<file path="config.mk">
export PLATFORM = sky130hd
export DESIGN_NAME = adxl362_spi_master
export DESIGN_NICKNAME = d
export VERILOG_FILES = /design/src/rtl/adxl362_spi_master.sv
export SDC_FILE = /design/constraint.sdc
export NUM_CORES = 1
export LEC_CHECK = 0
export BUFFER_PORTS_ARGS = -buffer_cell sky130_fd_sc_hd__buf_2
export CAP_MARGIN = 10
export CORE_ASPECT_RATIO = 1.4
export CORE_MARGIN = 2
export CORE_UTILIZATION = 30
export DETAILED_ROUTE_END_ITERATION = 10
export HOLD_SLACK_MARGIN = 0.12
export PLACE_DENSITY = 0.48
export SLEW_MARGIN = 20
export SYNTH_ARGS = -nofsm -noshare
export SYNTH_HDL_FRONTEND = slang
export SYNTH_SLANG_ARGS = --single-unit
</file>
<file path="constraint.sdc">
create_clock -name clk -period 5.7 [get_ports clk]
set_clock_uncertainty 0.2 [all_clocks]
set_input_delay 1.425 -clock clk [delete_from_list [all_inputs] [get_ports clk]]
set_output_delay 1.425 -clock clk [all_outputs]
set_load 0.1 [all_outputs]
</file>
<file path="src/rtl/adxl362_spi_master.sv">
// SPI mode-0 initiator for the ADXL362: turns write / read / FIFO-read commands into
// framed SCLK/MOSI/nCS traffic and streams captured MISO data bytes back to the host.
module adxl362_spi_master #(
    parameter int CLK_DIV  = 8,
    parameter int CS_SETUP = 4,
    parameter int CS_HOLD  = 4,
    parameter int CS_IDLE  = 8
) (
    input  logic       clk,
    input  logic       rst,
    input  logic       cmd_valid,
    output logic       cmd_ready,
    input  logic [1:0] cmd_type,
    input  logic [7:0] cmd_addr,
    input  logic [7:0] cmd_wdata,
    input  logic [3:0] cmd_len,
    output logic [7:0] rd_data,
    output logic       rd_valid,
    output logic       done,
    output logic       cmd_err,
    output logic       busy,
    output logic       SCLK,
    output logic       MOSI,
    input  logic       MISO,
    output logic       nCS
);

    typedef enum logic [1:0] {
        CMD_WR   = 2'b00,
        CMD_RD   = 2'b01,
        CMD_FIFO = 2'b10,
        CMD_RSV  = 2'b11
    } cmd_t;

    typedef enum logic [2:0] {
        S_IDLE, S_SETUP, S_SHIFT, S_HOLD, S_GAP, S_ERR
    } state_t;

    state_t     state_q, state_d;
    logic [7:0] cnt_q, cnt_d;
    logic [2:0] bit_q, bit_d;
    logic [4:0] byte_q, byte_d;
    logic [4:0] last_q, last_d;
    logic [4:0] dstart_q, dstart_d;
    logic [1:0] typ_q, typ_d;
    logic [7:0] addr_q, addr_d;
    logic [7:0] wdata_q, wdata_d;
    logic [7:0] shift_q, shift_d;
    logic       sclk_q, sclk_d;
    logic       mosi_q, mosi_d;
    logic       ncs_q, ncs_d;
    logic [7:0] rd_data_q, rd_data_d;
    logic       rd_valid_q, rd_valid_d;
    logic       done_q, done_d;
    logic       err_q, err_d;

    logic [7:0] tx_cur, tx_next, tx_first;
    logic [4:0] byte_inc;

    // Byte idx of the outgoing frame: instruction, then address / write data, then dummies.
    function automatic logic [7:0] tx_byte(input logic [1:0] t, input logic [7:0] a,
                                           input logic [7:0] w, input logic [4:0] idx);
        logic [7:0] b;
        b = 8'h00;
        if (idx == 5'd0) begin
            case (t)
                CMD_WR:  b = 8'h0A;
                CMD_RD:  b = 8'h0B;
                default: b = 8'h0D;
            endcase
        end else if (idx == 5'd1 && t != CMD_FIFO) begin
            b = a;
        end else if (idx == 5'd2 && t == CMD_WR) begin
            b = w;
        end
        return b;
    endfunction

    assign byte_inc = byte_q + 5'd1;
    assign tx_cur   = tx_byte(typ_q, addr_q, wdata_q, byte_q);
    assign tx_next  = tx_byte(typ_q, addr_q, wdata_q, byte_inc);
    assign tx_first = tx_byte(cmd_type, cmd_addr, cmd_wdata, 5'd0);

    // NOTE: every variable gets its default before the case so no path leaves one unassigned (no latches).
    always_comb begin
        state_d    = state_q;
        cnt_d      = cnt_q;
        bit_d      = bit_q;
        byte_d     = byte_q;
        last_d     = last_q;
        dstart_d   = dstart_q;
        typ_d      = typ_q;
        addr_d     = addr_q;
        wdata_d    = wdata_q;
        shift_d    = shift_q;
        sclk_d     = sclk_q;
        mosi_d     = mosi_q;
        ncs_d      = ncs_q;
        rd_data_d  = rd_data_q;
        rd_valid_d = 1'b0;
        done_d     = 1'b0;
        err_d      = 1'b0;

        case (state_q)
            S_IDLE: begin
                ncs_d  = 1'b1;
                sclk_d = 1'b0;
                mosi_d = 1'b0;
                if (cmd_valid) begin
                    typ_d   = cmd_type;
                    addr_d  = cmd_addr;
                    wdata_d = cmd_wdata;
                    cnt_d   = 8'd0;
                    bit_d   = 3'd7;
                    byte_d  = 5'd0;
                    shift_d = 8'h00;
                    case (cmd_type)
                        CMD_WR:   begin last_d = 5'd2;                   dstart_d = 5'd1; end
                        CMD_RD:   begin last_d = {1'b0, cmd_len} + 5'd2; dstart_d = 5'd2; end
                        default:  begin last_d = {1'b0, cmd_len} + 5'd1; dstart_d = 5'd1; end
                    endcase
                    if (cmd_type == CMD_RSV) begin
                        state_d = S_ERR;
                        done_d  = 1'b1;
                        err_d   = 1'b1;
                    end else begin
                        state_d = S_SETUP;
                        ncs_d   = 1'b0;
                        mosi_d  = tx_first[7];
                    end
                end
            end

            S_ERR: state_d = S_IDLE;

            S_SETUP: begin
                if (cnt_q == 8'(CS_SETUP - 1)) begin
                    state_d = S_SHIFT;
                    cnt_d   = 8'd0;
                end else begin
                    cnt_d = cnt_q + 8'd1;
                end
            end

            S_SHIFT: begin
                if (cnt_q == 8'(CLK_DIV - 1)) begin
                    cnt_d  = 8'd0;
                    sclk_d = ~sclk_q;
                    if (!sclk_q) begin
                        shift_d = {shift_q[6:0], MISO};
                        if (bit_q == 3'd0 && byte_q >= dstart_q && typ_q != CMD_WR) begin
                            rd_data_d  = {shift_q[6:0], MISO};
                            rd_valid_d = 1'b1;
                        end
                    end else if (bit_q == 3'd0) begin
                        if (byte_q == last_q) begin
                            state_d = S_HOLD;
                            mosi_d  = 1'b0;
                        end else begin
                            byte_d = byte_inc;
                            bit_d  = 3'd7;
                            mosi_d = tx_next[7];
                        end
                    end else begin
                        bit_d  = bit_q - 3'd1;
                        mosi_d = tx_cur[bit_q - 3'd1];
                    end
                end else begin
                    cnt_d = cnt_q + 8'd1;
                end
            end

            S_HOLD: begin
                sclk_d = 1'b0;
                mosi_d = 1'b0;
                if (cnt_q == 8'(CS_HOLD - 1)) begin
                    state_d = S_GAP;
                    cnt_d   = 8'd0;
                    ncs_d   = 1'b1;
                    done_d  = 1'b1;
                end else begin
                    cnt_d = cnt_q + 8'd1;
                end
            end

            S_GAP: begin
                if (cnt_q == 8'(CS_IDLE - 1)) begin
                    state_d = S_IDLE;
                    cnt_d   = 8'd0;
                end else begin
                    cnt_d = cnt_q + 8'd1;
                end
            end

            default: state_d = S_IDLE;
        endcase
    end

    // NOTE: state uses non-blocking assignments so all registers update together at the edge.
    always_ff @(posedge clk) begin
        if (!rst) begin
            state_q    <= S_IDLE;
            cnt_q      <= 8'd0;
            bit_q      <= 3'd0;
            byte_q     <= 5'd0;
            last_q     <= 5'd0;
            dstart_q   <= 5'd0;
            typ_q      <= 2'b00;
            addr_q     <= 8'h00;
            wdata_q    <= 8'h00;
            shift_q    <= 8'h00;
            sclk_q     <= 1'b0;
            mosi_q     <= 1'b0;
            ncs_q      <= 1'b1;
            rd_data_q  <= 8'h00;
            rd_valid_q <= 1'b0;
            done_q     <= 1'b0;
            err_q      <= 1'b0;
        end else begin
            state_q    <= state_d;
            cnt_q      <= cnt_d;
            bit_q      <= bit_d;
            byte_q     <= byte_d;
            last_q     <= last_d;
            dstart_q   <= dstart_d;
            typ_q      <= typ_d;
            addr_q     <= addr_d;
            wdata_q    <= wdata_d;
            shift_q    <= shift_d;
            sclk_q     <= sclk_d;
            mosi_q     <= mosi_d;
            ncs_q      <= ncs_d;
            rd_data_q  <= rd_data_d;
            rd_valid_q <= rd_valid_d;
            done_q     <= done_d;
            err_q      <= err_d;
        end
    end

    assign cmd_ready = (state_q == S_IDLE);
    assign busy      = ~cmd_ready;
    assign SCLK      = sclk_q;
    assign MOSI      = mosi_q;
    assign nCS       = ncs_q;
    assign rd_data   = rd_data_q;
    assign rd_valid  = rd_valid_q;
    assign done      = done_q;
    assign cmd_err   = err_q;

endmodule

</file>
==> results of run 1 <==
==> cells by family (layout without fill, tap and decap cells) <==
logic type      count (synthesis)  after routing  share of synthesized area
flops                          65             65                     0.3872
compound gates                106            106                     0.1932
simple gates                  180            180                     0.2599
xor+xnor                       12             12                    0.03127
mux                            12             12                    0.03574
buf+inv                        39             71                    0.04803
fa+ha+maj                      12             12                    0.04467
==> final cells by class <==
class,instances,area share
flip-flops and latches,65,0.3291
clock inverters,3,0.01646
inverters,14,0.01329
repair buffers,42,0.05380
multi-input cells,322,0.4804
well taps,141,0.04462
clock buffers,12,0.06234
==> metal layers <==
layer | GRT usage | share of wire
met5 | 0 | 0
met1 | 0.1810 | 0.43
met2 | 0.2641 | 0.50
met4 | 0.06401 | 0.021
met3 | 0.03779 | 0.044
==> synth_stat cells (4+ instances only) <==
library cell  instances  share of area
a211oi_1              4         0.0089
a21oi_1              47          0.070
a221oi_1              4          0.010
a31oi_1               4         0.0074
and3_1                7          0.013
clkbuf_1             20          0.022
dfxtp_1              65           0.39
ha_1                 12          0.045
inv_1                13          0.015
mux2i_1              12          0.036
nand2_1              65          0.073
nand3_1              23          0.034
nand4_1               5         0.0093
nor2_1               37          0.041
nor2b_1               5         0.0093
nor3_1               14          0.021
o21ai_0              18          0.027
o21bai_1              4         0.0089
or3_1                 5         0.0093
xor2_1               11          0.029
==> state kept, by name, summed over array words and instances (netlist names) <==
| register | flops |
|---|---|
| done | 1 |
| typ_q | 2 |
| last_q | 5 |
| MOSI | 1 |
| wdata_q | 8 |
| rd_valid | 1 |
| addr_q | 8 |
| cmd_err | 1 |
| state_q | 3 |
| shift_q | 7 |
| dstart_q | 2 |
| bit_q | 3 |
| nCS | 1 |
| rd_data | 8 |
| SCLK | 1 |
| cnt_q | 8 |
| byte_q | 5 |
==> worst paths after layout <==
check / startpoint / endpoint / slack (ns) / cells past startpoint
min: wdata_q[0] / wdata_q[0] / 0.25 / 2
max reg2reg: bit_q[0] / rd_data[6] / 3.00 / 7
min reg2reg: wdata_q[0] / wdata_q[0] / 0.25 / 2
max: state_q[1] / cmd_ready / 2.27 / 3
==> metrics by stage <==
stage	power (µW)	setup WS, ns	cell area [µm²]
floorplan	687.0	1.726	3361
global placement	741.2	1.995	3641
detailed placement	743.6	1.923	3641
CTS	1336	2.181	3953
global route	1387	2.210	3954
finish	1320	2.273	3954
==> report_power, final <==
part | total [µW] | internal, µW | switching (µW)
Combinational | 224 | 69.8 | 155
Sequential | 508 | 481 | 27.5
Clock | 588 | 392 | 196
Total | 1320 | 942 | 378
==> worst register-to-register path: stages, from the launching register on <==
cell and delay, ns:
dfxtp_1 0.37, inv_1 0.18, ha_1 0.22, nor2b_1 0.44, nand2_1 0.17, nor4_4 0.69
mux2i_1 0.27, nor2_1 0.05
==> metrics, run 1 <==
Worst Path Buf+Inv=2; Placer Congestion=0.7743; Post-DRT Antenna Nets=0; Hold-fix buffers, CTS=0; Avg WL per Cell=14.47 µm; storage element area=1301 µm²; crit end category=output port; measured slew at the worst slew-check pin=1.007 ns; worst path arrival time=1.80 ns; Pwr Density=333.9 nW/µm²; Hold Fails Final Rpt=0; max-cap violations=0; post-DP HPWL=6.188 mm; RSZ-0062 raised after global routing=false; commonest cells after routing, fill and taps aside=dfxtp_1, nand2_1, a21oi_1, buf_2, nor2_1; routed wire length=8.667 mm; drt pass-1 iters=4; chip height=129.2 µm; Finished Layout Cells=599; Async SR Flop Fraction=0; CTS tree=yes; fill cell count=1151; Post-Syn Nets=464; Synth Instances=426; crit-path cells=or3_1, inv_1, buf_2; largest net degree at the start of global routing=29; post-DR vias/cell=5.065; status=completed; Yosys reg bits=65; Ant. Diodes=0; Vias=3034; synth-to-layout area growth=17.65%; Leak=0.001554 µW; CTS Buf Count=9; Mean Syn Cell Area=7.889 µm²; peak fanout along the critical path=19; worst hold path class=reg -> reg; CP delay by family, top=flip-flops; first-pass GRT wire length=14.25 mm; clk_lat worst skew=0.33 ns; placed cell count=584; Syn. warnings=0; die width=93.45 µm; Fin Setup TNS=0 ns; Fin Hold WS=0.2548 ns; Initial DRC Count=101; Residual DRC=0; post-CTS setup buffer count=0; Cell Area, Synth=3361 µm²; GRT Overall Usage=0.1533; final core occ=0.3638; Slew Limit Headroom=0.3272; Core Region=10870 µm²; fin crit period=3.427 ns; Post-synth EDFFs=0; Multi-input gate area=1899 µm²; Rows=45; post-synthesis sequential area ratio=0.3872; slowest CP cell=dfxtp_1; initial antenna violation count=0; CTS H-Tree Depth=3; Peak VDD IR=170.0 µV; CTS root buffer=clkbuf_16; clk sink count=65; Buffers on Ports=41; vias in the first global route=2807; Ports=42; die area=12080 µm²; initial core utilization=0.3093; Worst EP required=4.07 ns; # resized after CTS=0; WS Path Type=reg -> out; share of layout cells above drive strength 1=0.1397; Final setup violation count=0; worst-case clock buffer depth=2; Final Cycle Share=0.6013; clock-pin slew on the worst setup and hold paths=0.05 ns; grt ovf=0; CP peak stage delay=0.50 ns; main flop type after synthesis=dfxtp_1; Startpoint Class=register; Final nets=492; Final Max Slew Viols=0; FMAX=0.2918 GHz; post-synth cell types=54
Note: power is estimated with default switching activity, not from simulation.
==> run 2: changes to the inputs <==
- ABC_AREA: default -> 1
- PLACE_DENSITY: 0.48 -> 0.49
- clock period: 5.7 -> 2.85 ns (I/O delays scaled with it)
==> run 2 against run 1 <==
Area after synthesis up 1.1%. Clock power up 87%. Cell count up 12%. Sequential share of layout area down 0.77 points. Routed wire length down 2.1%. Combinational power rose to 9.0 times the previous value. Synthesized cell count up 13%. Die area up 1.1%. Critical endpoint is now busy. Largest cell class unchanged. Largest power group is now combinational logic.
==> metrics, run 2 <==
worst path arrival time=1.49 ns (-0.31 ns); clk sink count=65 (unchanged); CTS Buf Count=9 (unchanged); Fin Setup TNS=0 ns (unchanged); Hold Fails Final Rpt=0 (unchanged); worst-case reg-to-reg path depth=13 (+6); status=completed; Post-DRT Antenna Nets=0 (unchanged); Synth Area in Simple Gates=0.2872 (+0.02732); CTS tree=yes; mux cell area share after synthesis=0 (-0.03574); Rows=46 (+2.2%); Final nets=561 (+14%); die area=12210 µm² (+1.1%); fin crit period=2.406 ns; commonest cells in the netlist=nand2_1, nor2_1, dfxtp_1; RSZ-0062 raised after global routing=false; Ant. Diodes=0 (unchanged); Ports=42 (unchanged); Synth Area in XOR/XNOR=0.02835 (-0.002923); CP peak stage delay=0.44 ns (-0.06 ns); commonest cells after routing, fill and taps aside=nand2_1, nor2_1, dfxtp_1, inv_1, buf_2; share of layout cells above drive strength 1=0.1723 (+0.03261); # resized after CTS=0 (unchanged); Final Max Slew Viols=0 (unchanged); drt pass-1 iters=4 (unchanged); most frequent cell on the critical path=inv_2; main flop type after synthesis=dfxtp_1; P_int=2378 µW (+150%); Synth area leader=dfxtp_1; Multi-input gate area=1778 µm² (-6.4%); crit-path cells=nor2_2, inv_2, nor2_4, inv_2, buf_2; Pwr Density=1083 nW/µm² (+220%); Post-Synth Adder-Cell Area=0.04418 (-0.0004935); Synth Instances=483 (+13%); peak fanout along the critical path=5 (-14); Placer Congestion=0.8783 (+13%); Hold-fix buffers, CTS=0 (unchanged); Worst R2R Start=byte_q[0]; initial core utilization=0.3043 (-0.004921); fill cell count=1225 (+6.4%); Slew Limit Headroom=0.6698 (+0.3426); hold endpoint=cnt_q[6]; Initial DRC Count=102 (+0.99%); post-DR vias/cell=4.689 (-7.4%); Compound-Gate Fraction of Synth Area=0.1620 (-0.03122); Logic pwr share=0.457 (+0.287); most common cell after layout, fill and taps aside=nand2_1; Worst EP required=1.94 ns (-2.13 ns); Leak=0.001843 µW (+19%); NetSw=2008 µW (+430%); WS Path Type=reg -> out; Residual DRC=0 (unchanged); die width=93.95 µm (+0.54%); FMAX=0.4157 GHz; Power, Total=4386 µW (+230%); clock share of power=0.252 (-0.193); Peak VDD IR=384.1 µV (+130%); largest cells by area after synthesis=dfxtp_1, nand2_1, nor2_1, inv_1, nand3_1; vias in the first global route=3100 (+10%); Flop pwr share=0.291 (-0.094); Syn. warnings=0 (unchanged); post-CTS setup buffer count=0 (unchanged); Final setup violation count=0 (unchanged); worst hold path class=reg -> reg; worst-case clock buffer depth=2 (unchanged); Startpoint Class=register; post-DP HPWL=6.276 mm (+1.4%); Post-Syn Nets=521 (+12%); storage element area=1301 µm² (unchanged); max-cap violations=0 (unchanged); post-synth cell types=40 (-26%); hold depth=1 (-1); Mean Syn Cell Area=7.036 µm² (-11%); routed wire length=8.486 mm (-2.1%); Async SR Flop Fraction=0 (unchanged); largest family of logic cells by synthesized area=simple AND/OR/NAND/NOR gates; synth-to-layout area growth=19.15%; min-delay src=cnt_q[6]; initial antenna violation count=0 (unchanged); grt ovf=0 (unchanged); measured slew at the worst slew-check pin=0.4988 ns (-0.5080 ns); FF-to-FF setup slack=0.54 ns (-2.46 ns); largest net degree at the start of global routing=30 (+3.4%); reg-to-reg endpoint=MOSI; GRT Overall Usage=0.1552 (+0.001899); Avg WL per Cell=12.63 µm (-13%); post-synthesis sequential area ratio=0.3829 (-0.004277); Post-synth EDFFs=0 (unchanged); CTS root buffer=clkbuf_16; first-pass GRT wire length=14.76 mm (+3.6%); Vias=3151 (+3.9%); Final Cycle Share=0.8441; clock-pin slew on the worst setup and hold paths=0.06 ns (about the same); top cell type's share of synthesized area=0.3829 (-0.004277); Sw Share=0.4578 (+0.1713); crit end category=output port; Core Region=11170 µm² (+2.8%); chip height=129.9 µm (+0.54%); Buffers on Ports=41 (unchanged); slowest CP cell=buf_2; top-count cell post-synth=nand2_1; clk_lat worst skew=0.33 ns (about the same); CTS H-Tree Depth=3 (unchanged); Yosys reg bits=65 (unchanged); Cell Area, Synth=3398 µm² (+1.1%)
[run 2: changes by cell type in the layout (fill, tap and decap cells not counted), moves of 11 or more]
cell	delta
a21oi_1	-11
inv_1	+42
mux2i_1	-12
nand2_1	+13
nand3_1	+17
nor2_1	+29
o21ai_0	+18
[run 2: logic make-up after synthesis]
family / after synthesis
flops: 65
compound gates: 98
buf+inv: 83
simple gates: 214
xor+xnor: 11
fa+ha+maj: 12
[run 2: power groups by stage]
stage               Clock (µW)  Combinational [µW]  Sequential (µW)
CTS                       1140                2020             1280
finish                    1100                2010             1280
global route              1180                2300             1300
floorplan                    0                1540             1320
detailed placement           0                2020             1290
global placement             0                2000             1290
[run 2: metal layers]
| metal | global-route usage | vias to the layer above | wire (µm) |
|---|---|---|---|
| li1 | - | 1645 | - |
| met1 | 0.1800 | 1436 | 3768 |
| met2 | 0.2613 | 48 | 4099 |
| met3 | 0.03176 | 22 | 246 |
| met4 | 0.09463 | 0 | 372 |
| met5 | 0 | - | 0 |
[run 2: final cells by class]
class / instances / share of cell area
well taps: 144 / 0.04450
clock inverters: 6 / 0.01669
multi-input cells: 335 / 0.4391
flip-flops and latches: 65 / 0.3214
clock buffers: 10 / 0.05655
inverters: 66 / 0.06180
repair buffers: 46 / 0.05995
[run 2: how the worst max path moves through the flow]
stage	slack, ns	end	cells past startpoint	start
after CTS	0.42	busy	5	state_q[2]
final	0.44	busy	5	state_q[2]
after detailed placement	0.55	MOSI	14	byte_q[1]
after global placement	0.56	MOSI	13	byte_q[0]
after global routing	0.33	MOSI	14	byte_q[1]
after floorplan	0.32	addr_q[3]	10	state_q[2]
[run 2: worst max-delay path: cells and delay by family, from the launching register on]
family        cells  cell delay (ns)
buf+inv           3             0.68
flops             1             0.36
simple gates      2             0.13
[run 2: stage by stage]
stage / worst slack [ns] / util / instance area [µm²] / std cells / hold slack, ns
floorplan: 0.3219 / - / 3403 / 483 / 0.2281
global placement: 0.5647 / 0.3361 / 3752 / 656 / 0.2438
detailed placement: 0.5545 / 0.3361 / 3752 / 656 / 0.2592
CTS: 0.4150 / 0.3626 / 4049 / 672 / 0.2673
global route: 0.3272 / 0.3626 / 4049 / 672 / 0.2963
finish: 0.4444 / 0.3626 / 4049 / 672 / 0.2682
